**src/rtl/seg7_scan_ctrl.sv**
```systemverilog
`default_nettype none
// ============================================================================
// Module   : seg7_scan_ctrl
// Purpose  : Time-multiplexes two hex digits onto one shared seven-segment
//            display: high digit, gap, low digit, long gap, repeat.
//            Optional macro SEG7_LZ_SUPPRESS_EN skips a leading zero digit.
// Revision : 1.0 - initial release
// ============================================================================
module seg7_scan_ctrl #(
  parameter int DWELL_CYCLES = 1000,
  parameter int GAP_CYCLES   = 250,
  parameter int CNT_W        = 16
) (
  input  logic       clk,
  input  logic       reset,
  input  logic       load,
  input  logic [7:0] value,
  output logic [3:0] nibble,
  output logic       blank,
  output logic       digit_sel,
  output logic       busy,
  output logic       done
);

  typedef enum logic [2:0] {
    IDLE    = 3'd0,
    SHOW_HI = 3'd1,
    GAP     = 3'd2,
    SHOW_LO = 3'd3,
    LGAP    = 3'd4
  } state_t;

  localparam logic [CNT_W-1:0] DWELL_LAST = CNT_W'(DWELL_CYCLES - 1);
  localparam logic [CNT_W-1:0] GAP_LAST   = CNT_W'(GAP_CYCLES - 1);
  localparam logic [CNT_W-1:0] LGAP_LAST  = CNT_W'(2 * GAP_CYCLES - 1);
  localparam bit               HAS_GAP    = (GAP_CYCLES != 0);

  state_t           state, state_nx;
  logic [7:0]       held, held_nx;
  logic [CNT_W-1:0] count, count_nx;
  logic [3:0]       nibble_nx;
  logic             blank_nx, sel_nx, busy_nx, done_nx;
  logic             last;
  logic             skip_new, skip_held;
  state_t           start_new, start_held;

  // Leading-zero suppression enters the pass at the low digit.
`ifdef SEG7_LZ_SUPPRESS_EN
  assign skip_new  = (value[7:4] == 4'h0);
  assign skip_held = (held[7:4] == 4'h0);
`else
  assign skip_new  = 1'b0;
  assign skip_held = 1'b0;
`endif

  assign start_new  = skip_new  ? SHOW_LO : SHOW_HI;
  assign start_held = skip_held ? SHOW_LO : SHOW_HI;

  always_comb begin
    case (state)
      SHOW_HI, SHOW_LO: last = (count == DWELL_LAST);
      GAP:              last = (count == GAP_LAST);
      LGAP:             last = (count == LGAP_LAST);
      default:          last = 1'b0;
    endcase
  end

  always_comb begin
    state_nx = state;
    held_nx  = held;
    count_nx = count + CNT_W'(1);
    done_nx  = 1'b0;
    if (load) begin
      held_nx  = value;
      state_nx = start_new;
      count_nx = '0;
    end else begin
      case (state)
        IDLE: count_nx = '0;
        SHOW_HI: if (last) begin
          state_nx = HAS_GAP ? GAP : SHOW_LO;
          count_nx = '0;
        end
        GAP: if (last) begin
          state_nx = SHOW_LO;
          count_nx = '0;
        end
        SHOW_LO: if (last) begin
          count_nx = '0;
          if (HAS_GAP) begin
            state_nx = LGAP;
          end else begin
            state_nx = start_held;
            done_nx  = 1'b1;
          end
        end
        LGAP: if (last) begin
          state_nx = start_held;
          count_nx = '0;
          done_nx  = 1'b1;
        end
        default: begin
          state_nx = IDLE;
          count_nx = '0;
        end
      endcase
    end

    // Outputs are registered from the next state; nibble holds through gaps.
    nibble_nx = nibble;
    blank_nx  = 1'b1;
    sel_nx    = 1'b0;
    busy_nx   = (state_nx != IDLE);
    case (state_nx)
      SHOW_HI: begin
        nibble_nx = held_nx[7:4];
        blank_nx  = 1'b0;
        sel_nx    = 1'b1;
      end
      SHOW_LO: begin
        nibble_nx = held_nx[3:0];
        blank_nx  = 1'b0;
      end
      default: ;
    endcase
  end

  always_ff @(posedge clk) begin
    if (reset) begin
      state     <= IDLE;
      held      <= 8'h00;
      count     <= '0;
      nibble    <= 4'h0;
      blank     <= 1'b1;
      digit_sel <= 1'b0;
      busy      <= 1'b0;
      done      <= 1'b0;
    end else begin
      state     <= state_nx;
      held      <= held_nx;
      count     <= count_nx;
      nibble    <= nibble_nx;
      blank     <= blank_nx;
      digit_sel <= sel_nx;
      busy      <= busy_nx;
      done      <= done_nx;
    end
  end

endmodule
`default_nettype wire

```
**config.mk**
```make
export PLATFORM = sky130hd
export DESIGN_NAME = seg7_scan_ctrl
export DESIGN_NICKNAME = d
export VERILOG_FILES = /design/src/rtl/seg7_scan_ctrl.sv
export SDC_FILE = /design/constraint.sdc
export NUM_CORES = 1
export LEC_CHECK = 0
export CAP_MARGIN = 20
export CORE_UTILIZATION = 51
export CTS_BUF_LIST = sky130_fd_sc_hd__clkbuf_8
export CTS_CLUSTER_SIZE = 40
export DETAILED_ROUTE_END_ITERATION = 10
export GPL_ROUTABILITY_DRIVEN = 0
export GPL_TIMING_DRIVEN = 1
export PLACE_DENSITY = 0.77
export REMOVE_ABC_BUFFERS = 1
export SYNTH_ARGS = -nofsm -noshare
export SYNTH_HDL_FRONTEND = slang
export SYNTH_SLANG_ARGS = --single-unit
```
**constraint.sdc**
```tcl
create_clock -name clk -period 1.7 [get_ports clk]
set_input_delay 0.34 -clock clk [delete_from_list [all_inputs] [get_ports clk]]
set_output_delay 0.34 -clock clk [all_outputs]
set_load 0.01 [all_outputs]
```
==> results by group, run 1 <==
Outcome
  • Status: finished with violations
  • Failing checks: negative setup slack

Layout
  • Util after Layout: 78.0%
  • Register area: 711 µm²
  • Layout net count: 234
  • Most frequent cells in the layout: dfxtp_1 (31), buf_4 (28), nor2_1 (26)
  • Multi-input logic area: 916 µm²
  • Most common cell after layout, fill and taps aside: dfxtp_1
  • Synth-to-Final Area Change: 39.9%
  • Layout cell share with drive strength beyond 1: 30.5%
  • Post-layout instance count excluding filler cells: 265
  • FILL cells: 190
  • # diodes: 0

Timing
  • Fin Clk Skew: 0.00664 ns
  • Final number of setup-violating endpoints: 10
  • Minimum clock period: 1.85 ns
  • Hold Vio Cnt, Final: 0
  • Maximum clock frequency: 542 MHz
  • Final TNS setup: -1.01 ns
  • Final WS setup: -0.145 ns
  • Worst Tran Pin Value: 0.322 ns
  • RSZ-0062 raised after global routing: true
  • Post-route clock period utilization: 109%
  • Count of pins over their slew limit: 0
  • Max_slew headroom: 78.5%

Routing
  • Post-DRT Antenna Nets: 0
  • DRC violations left: 0
  • Iteration-0 DRC Markers: 53
  • Wire length per cell: 14.3 µm
  • Total Routed Length: 3790 µm
  • Via-to-Cell Ratio: 5.32
  • Drt pass-1 iters: 4
  • Vias: 1410

Yosys
  • Yosys reg bits: 35
  • Synth Area in XOR/XNOR: 9.28%
  • Async S/R FF share, synth: 0%
  • Synth Area in Adders: 0.780%
  • Register area share after synthesis: 43.7%
  • Main combinational cell family by area after synthesis: simple AND/OR/NAND/NOR gates
  • Mean area per synthesized cell: 9.11 µm²
  • Complex-gate fraction of the synthesized area: 8.74%
  • Synth Area in Simple Gates: 24.1%
  • Post-Synthesis Cells: 176
  • Top_reg_cell synth: dfxtp_1
  • Ys Warns: 0
  • Number of synthesized flops with an enable pin: 0
  • Mapped cell area: 1600 µm²
  • Yosys cell types: 43
  • Mux cell area share after synthesis: 7.25%

Global routing
  • Initial antenna violation count: 0
  • Tot GR Track Use: 23.7%
  • First-pass GRT wire length: 5910 µm
  • Largest net degree at the start of global routing: 17
  • GRT overflow: 0
  • Vias in the first global route: 1333

Placed design
  • Pre-CTS setup slack: -0.208 ns
  • Cells after DPL: 253
  • Dpl hpwl: 2360 µm
  • Port bufs: 18

Power and ir drop
  • Pint: 0.00126 W
  • Sw Pwr: 0.000388 W
  • Clock power share: 38.4%
  • Leak: 0.940 nW
  • Reg power frac: 51.9%
  • Worst IR drop on VDD: 0.604 mV
  • Combinational group share of total power: 9.7%
  • Switching Share: 23.6%
  • Pwr/cell area: 734 nW/µm²

Floorplan
  • Die footprint: 3370 µm²
  • I/O pin total: 19
  • Total core area: 2880 µm²
  • Chip height: 58.1 µm
  • Initial Util: 55.8%
  • FP Rows: 19
  • Die X: 58.1 µm

Clock network
  • Num CTS Buffers: 5
  • CTS clk-pin slew, worst paths: 0.07 ns
  • Root Driver: clkbuf_8
  • TritonCTS clock tree: done
  • CTS Buffer Depth: 2
  • Post-CTS Hold Buffers: 0
  • Clk sinks: 35
  • Worst skew pair latency: 0.29 ns
  • H-tree depth: 2

Run
  • Maxcap violations: 0

Setup path
  • Setup Crit Path Kind: flop to flop
  • R2r endpoint: blank
  • Worst path slowest cell: dfxtp_4
  • Startpoint Class: flop
  • Critical path endpoint category: flop
  • Delay-heaviest family, CP: simple AND/OR/NAND/NOR gates
  • Worst Path Required: 1.88 ns
  • R2r setup slk: -0.15 ns
  • Arr. time, crit path: 2.03 ns
  • Largest fanout on the critical path: 5
  • Crit-path max cell delay: 0.38 ns
  • Cells along the critical path: nor3b_4 -> mux2_4 -> o211a_4 -> buf_6 -> or3_4 -> a21oi_4 -> inv_1
  • Worst path bufs/invs: 2
  • Worst reg2reg path depth: 7
  • Worst reg2reg path startpoint: state[2]

Worst hold path
  • Hold depth: 2
  • Worst hold path endpoint: nibble[0]
  • Worst hold path class: flop to flop
  • HP Start: held[0]
-- worst max-delay path by stage --
| stage | start | endpoint | slack (ns) | cells after the start |
|---|---|---|---|---|
| floorplan | state[2] | nibble[3] | -0.30 | 6 |
| global placement | state[2] | blank | -0.12 | 7 |
| detailed placement | count[10] | nibble[1] | -0.21 | 6 |
| CTS | state[0] | blank | -0.12 | 7 |
| global route | state[2] | blank | -0.19 | 7 |
| finish | state[2] | blank | -0.15 | 7 |
-- final cells by class --
cell class                      instances  area share, %
Clock buffer                            6           3.68
Clock inverter                          2          0.725
Inverter                               12           2.01
Multi-Input combinational cell        120           40.8
Sequential cell                        35           31.7
Tap cell                               42           2.34
Timing Repair Buffer                   48           18.8
-- power by group through the flow --
stage | Combinational, W | Clock [W] | Sequential, W
6_report | 0.000160 | 0.000633 | 0.000855
5_1_grt | 0.000173 | 0.000679 | 0.000856
4_1_cts | 0.000152 | 0.000648 | 0.000857
3_5_place_dp | 0.000145 | 0 | 0.000875
3_3_place_gp | 0.000142 | 0 | 0.000875
2_1_floorplan | 0.0000547 | 0 | 0.000881
-- timing repair --
item	CTS	global route
buffers inserted	2	2
pin swaps	5	8
resized for setup	13	15
cloned	0	0
setup endpoints to repair	10	26
-- per-layer routing --
layer	global-route usage, %	wire length, µm	up-vias
li1	-	-	686
met2	39.6	1940	36
met1	28.3	1660	682
met4	11.2	36	0
met5	0	0	-
met3	6.25	159	6
-- tightest hold or removal path, cell delays in order (launching register included) --
cell,delay [ns]
dfxtp_1,0.34
nand2_1,0.07
o221ai_2,0.05
-- flip-flops by register name, indices dropped and copies added (netlist names) --
signal     count
nibble         4
state          3
digit_sel      1
done           1
held           8
blank          1
busy           1
count         16
-- stage by stage --
stage / power, W / instance area [µm²] / hold slack, ns
finish: 0.00165 / 2240 / 0.483
global placement: 0.00102 / 1990 / 0.448
global route: 0.00171 / 2240 / 0.514
floorplan: 0.000936 / 1550 / 0.407
CTS: 0.00166 / 2160 / 0.474
detailed placement: 0.00102 / 1990 / 0.453
-- cell families (layout without fill, tap and decap cells) --
| group | count (synthesis) | in the layout |
|---|---|---|
| multiplexers | 11 | 11 |
| XOR/XNOR | 17 | 17 |
| flip-flops | 35 | 35 |
| AND/OR/NAND/NOR | 74 | 74 |
| AO/OA/AOI/OAI | 17 | 17 |
| adder cells (fa/ha/maj) | 1 | 1 |
| buffers and inverters | 21 | 68 |
-- cell usage after synthesis (3+ instances only) --
cell / instances / area share, %
a21oi_1: 3 / 0.94
and3_1: 7 / 2.7
buf_2: 3 / 0.94
dfxtp_1: 35 / 44
inv_1: 11 / 2.6
mux2i_1: 9 / 5.6
nand2_1: 10 / 2.3
nand3_1: 4 / 1.2
nand4_1: 4 / 1.6
nor2_1: 28 / 6.6
nor3_1: 4 / 1.2
o221ai_1: 4 / 2.2
or2_1: 5 / 2.0
xnor2_1: 8 / 4.4
xor2_1: 9 / 4.9
(Power assumes the default switching activity.)
==> run 2, diff against run 1 <==
- CAP_MARGIN: 20 -> unset
- SETUP_SLACK_MARGIN: unset -> 0.02
==> results by group, run 2 (synthesis results as in run 1) <==
Outcome
  • Status: finished with violations
  • Failing checks: negative setup slack

Layout
  • Max FFs per register: 16
  • Top reg by flops: count
  • Biggest regs: count (16), held (8), nibble (4)
  • Register area: 711 µm²
  • Multi-input logic area: 916 µm²
  • Most frequent cells in the layout: dfxtp_1 (31), buf_4 (28), nor2_1 (26)
  • Layout cell share with drive strength beyond 1: 30.5%
  • Layout net count: 234
  • Util after Layout: 78.0%
  • Post-layout instance count excluding filler cells: 265
  • Most common cell after layout, fill and taps aside: dfxtp_1
  • Synth-to-Final Area Change: 39.9%
  • # diodes: 0
  • FILL cells: 190

Timing
  • Maximum clock frequency: 543 MHz
  • Max_slew headroom: 78.5%
  • Fin Clk Skew: 0.00677 ns
  • Minimum clock period: 1.84 ns
  • Worst Tran Pin Value: 0.322 ns
  • Final WS setup: -0.142 ns
  • Hold Vio Cnt, Final: 0
  • Post-route clock period utilization: 108%
  • Count of pins over their slew limit: 0
  • Final number of setup-violating endpoints: 10
  • RSZ-0062 raised after global routing: true
  • Fin Hold WS: 0.483 ns
  • Final TNS setup: -1.02 ns

Global routing
  • GRT overflow: 0
  • Vias in the first global route: 1333
  • Largest net degree at the start of global routing: 17
  • Initial antenna violation count: 0
  • First-pass GRT wire length: 5910 µm
  • Tot GR Track Use: 23.7%

Setup path
  • R2r endpoint: blank
  • Setup Crit Path Kind: flop to flop
  • Worst Path Required: 1.89 ns
  • End point of the critical path: blank
  • Crit path launch: state[2]
  • Delay-heaviest family, CP: simple AND/OR/NAND/NOR gates
  • Arr. time, crit path: 2.03 ns
  • Largest fanout on the critical path: 5
  • Cells along the critical path: nor3b_4 -> mux2_4 -> o211a_4 -> buf_6 -> or3_4 -> a21oi_4 -> inv_1
  • Worst reg2reg path startpoint: state[2]
  • Crit-path max cell delay: 0.38 ns
  • Worst path depth: 7
  • R2r setup slk: -0.14 ns
  • Worst path bufs/invs: 2
  • Worst reg2reg path depth: 7
  • Critical path endpoint category: flop
  • Startpoint Class: flop
  • Worst path slowest cell: dfxtp_4

Floorplan
  • Chip height: 58.1 µm
  • Die X: 58.1 µm
  • FP Rows: 19
  • I/O pin total: 19
  • Initial Util: 55.8%
  • Die footprint: 3370 µm²
  • Total core area: 2880 µm²

Clock network
  • Num CTS Buffers: 5
  • Clk sinks: 35
  • Root Driver: clkbuf_8
  • CTS Buffer Depth: 2
  • CTS clk-pin slew, worst paths: 0.07 ns
  • TritonCTS clock tree: done
  • H-tree depth: 2
  • Post-CTS Hold Buffers: 0
  • Worst skew pair latency: 0.30 ns

Routing
  • Iteration-0 DRC Markers: 54
  • Drt pass-1 iters: 4
  • DRC violations left: 0
  • Via-to-Cell Ratio: 5.30
  • Post-DRT Antenna Nets: 0
  • Total Routed Length: 3780 µm
  • Wire length per cell: 14.3 µm
  • Vias: 1405

Placed design
  • Cells after DPL: 253
  • Dpl hpwl: 2360 µm
  • Port bufs: 18

Run
  • Maxcap violations: 0

Power and ir drop
  • Clock power share: 38.7%
  • Worst IR drop on VDD: 0.604 mV
  • Sw Pwr: 0.000395 W
  • Reg power frac: 51.7%
  • Leak: 0.940 nW
  • Pint: 0.00126 W
  • Switching Share: 23.9%
  • Combinational group share of total power: 9.7%
  • Pwr/cell area: 737 nW/µm²

Worst hold path
  • Worst hold path class: flop to flop
-- run 2: cell counts in the layout (fill, tap and decap cells not counted) --
Identical to the previous run, type by type.
-- run 2: what timing repair did --
| action | in CTS | in global routing |
|---|---|---|
| setup buffers | 2 | 2 |
| pin swaps | 5 | 8 |
| cloned | 0 | 0 |
| setup endpoints to repair | 10 | 26 |
| resized for setup | 13 | 15 |
-- run 2: metrics by stage --
| stage | worst slack, ns | area (µm²) | power (W) |
|---|---|---|---|
| floorplan | -0.305 | 1550 | 0.000936 |
| global placement | -0.123 | 1990 | 0.00102 |
| detailed placement | -0.208 | 1990 | 0.00102 |
| CTS | -0.116 | 2160 | 0.00166 |
| global route | -0.194 | 2240 | 0.00171 |
| finish | -0.142 | 2240 | 0.00165 |
-- run 2: how the worst min path moves through the flow --
stage	from	to	depth (start not counted)
after floorplan	reset	state[0]	1
after CTS	held[2]	nibble[2]	2
after global routing	held[0]	nibble[0]	2
final	held[0]	nibble[0]	2
after detailed placement	held[2]	nibble[2]	2
after global placement	held[0]	nibble[0]	2
-- run 2: power by group through the flow --
stage	clock (W)	combinational [W]	sequential, W
finish	0.000639	0.000160	0.000855
global route	0.000679	0.000173	0.000856
CTS	0.000648	0.000152	0.000857
detailed placement	0	0.000145	0.000875
global placement	0	0.000142	0.000875
floorplan	0	0.0000547	0.000881
-- run 2: final cells by class --
type	count	area share (%)
multi-input combinational	120	40.8
sequential	35	31.7
timing repair buffer	48	18.8
clock buffer	6	3.68
tap	42	2.34
inverter	12	2.01
clock inverter	2	0.725
-- run 2: routing by layer --
layer  vias up  part of all wire, %  GRT usage [%]
li1        688                    -              -
met1       677                   43           28.3
met2        32                   51           39.6
met3         8                  4.8           6.25
met4         0                  1.5           11.2
met5         -                    0              0
-- run 2: worst min-delay path, stage by stage, from the launching register on --
cell      delay, ns
dfxtp_1        0.34
nand2_1        0.07
o221ai_2       0.05
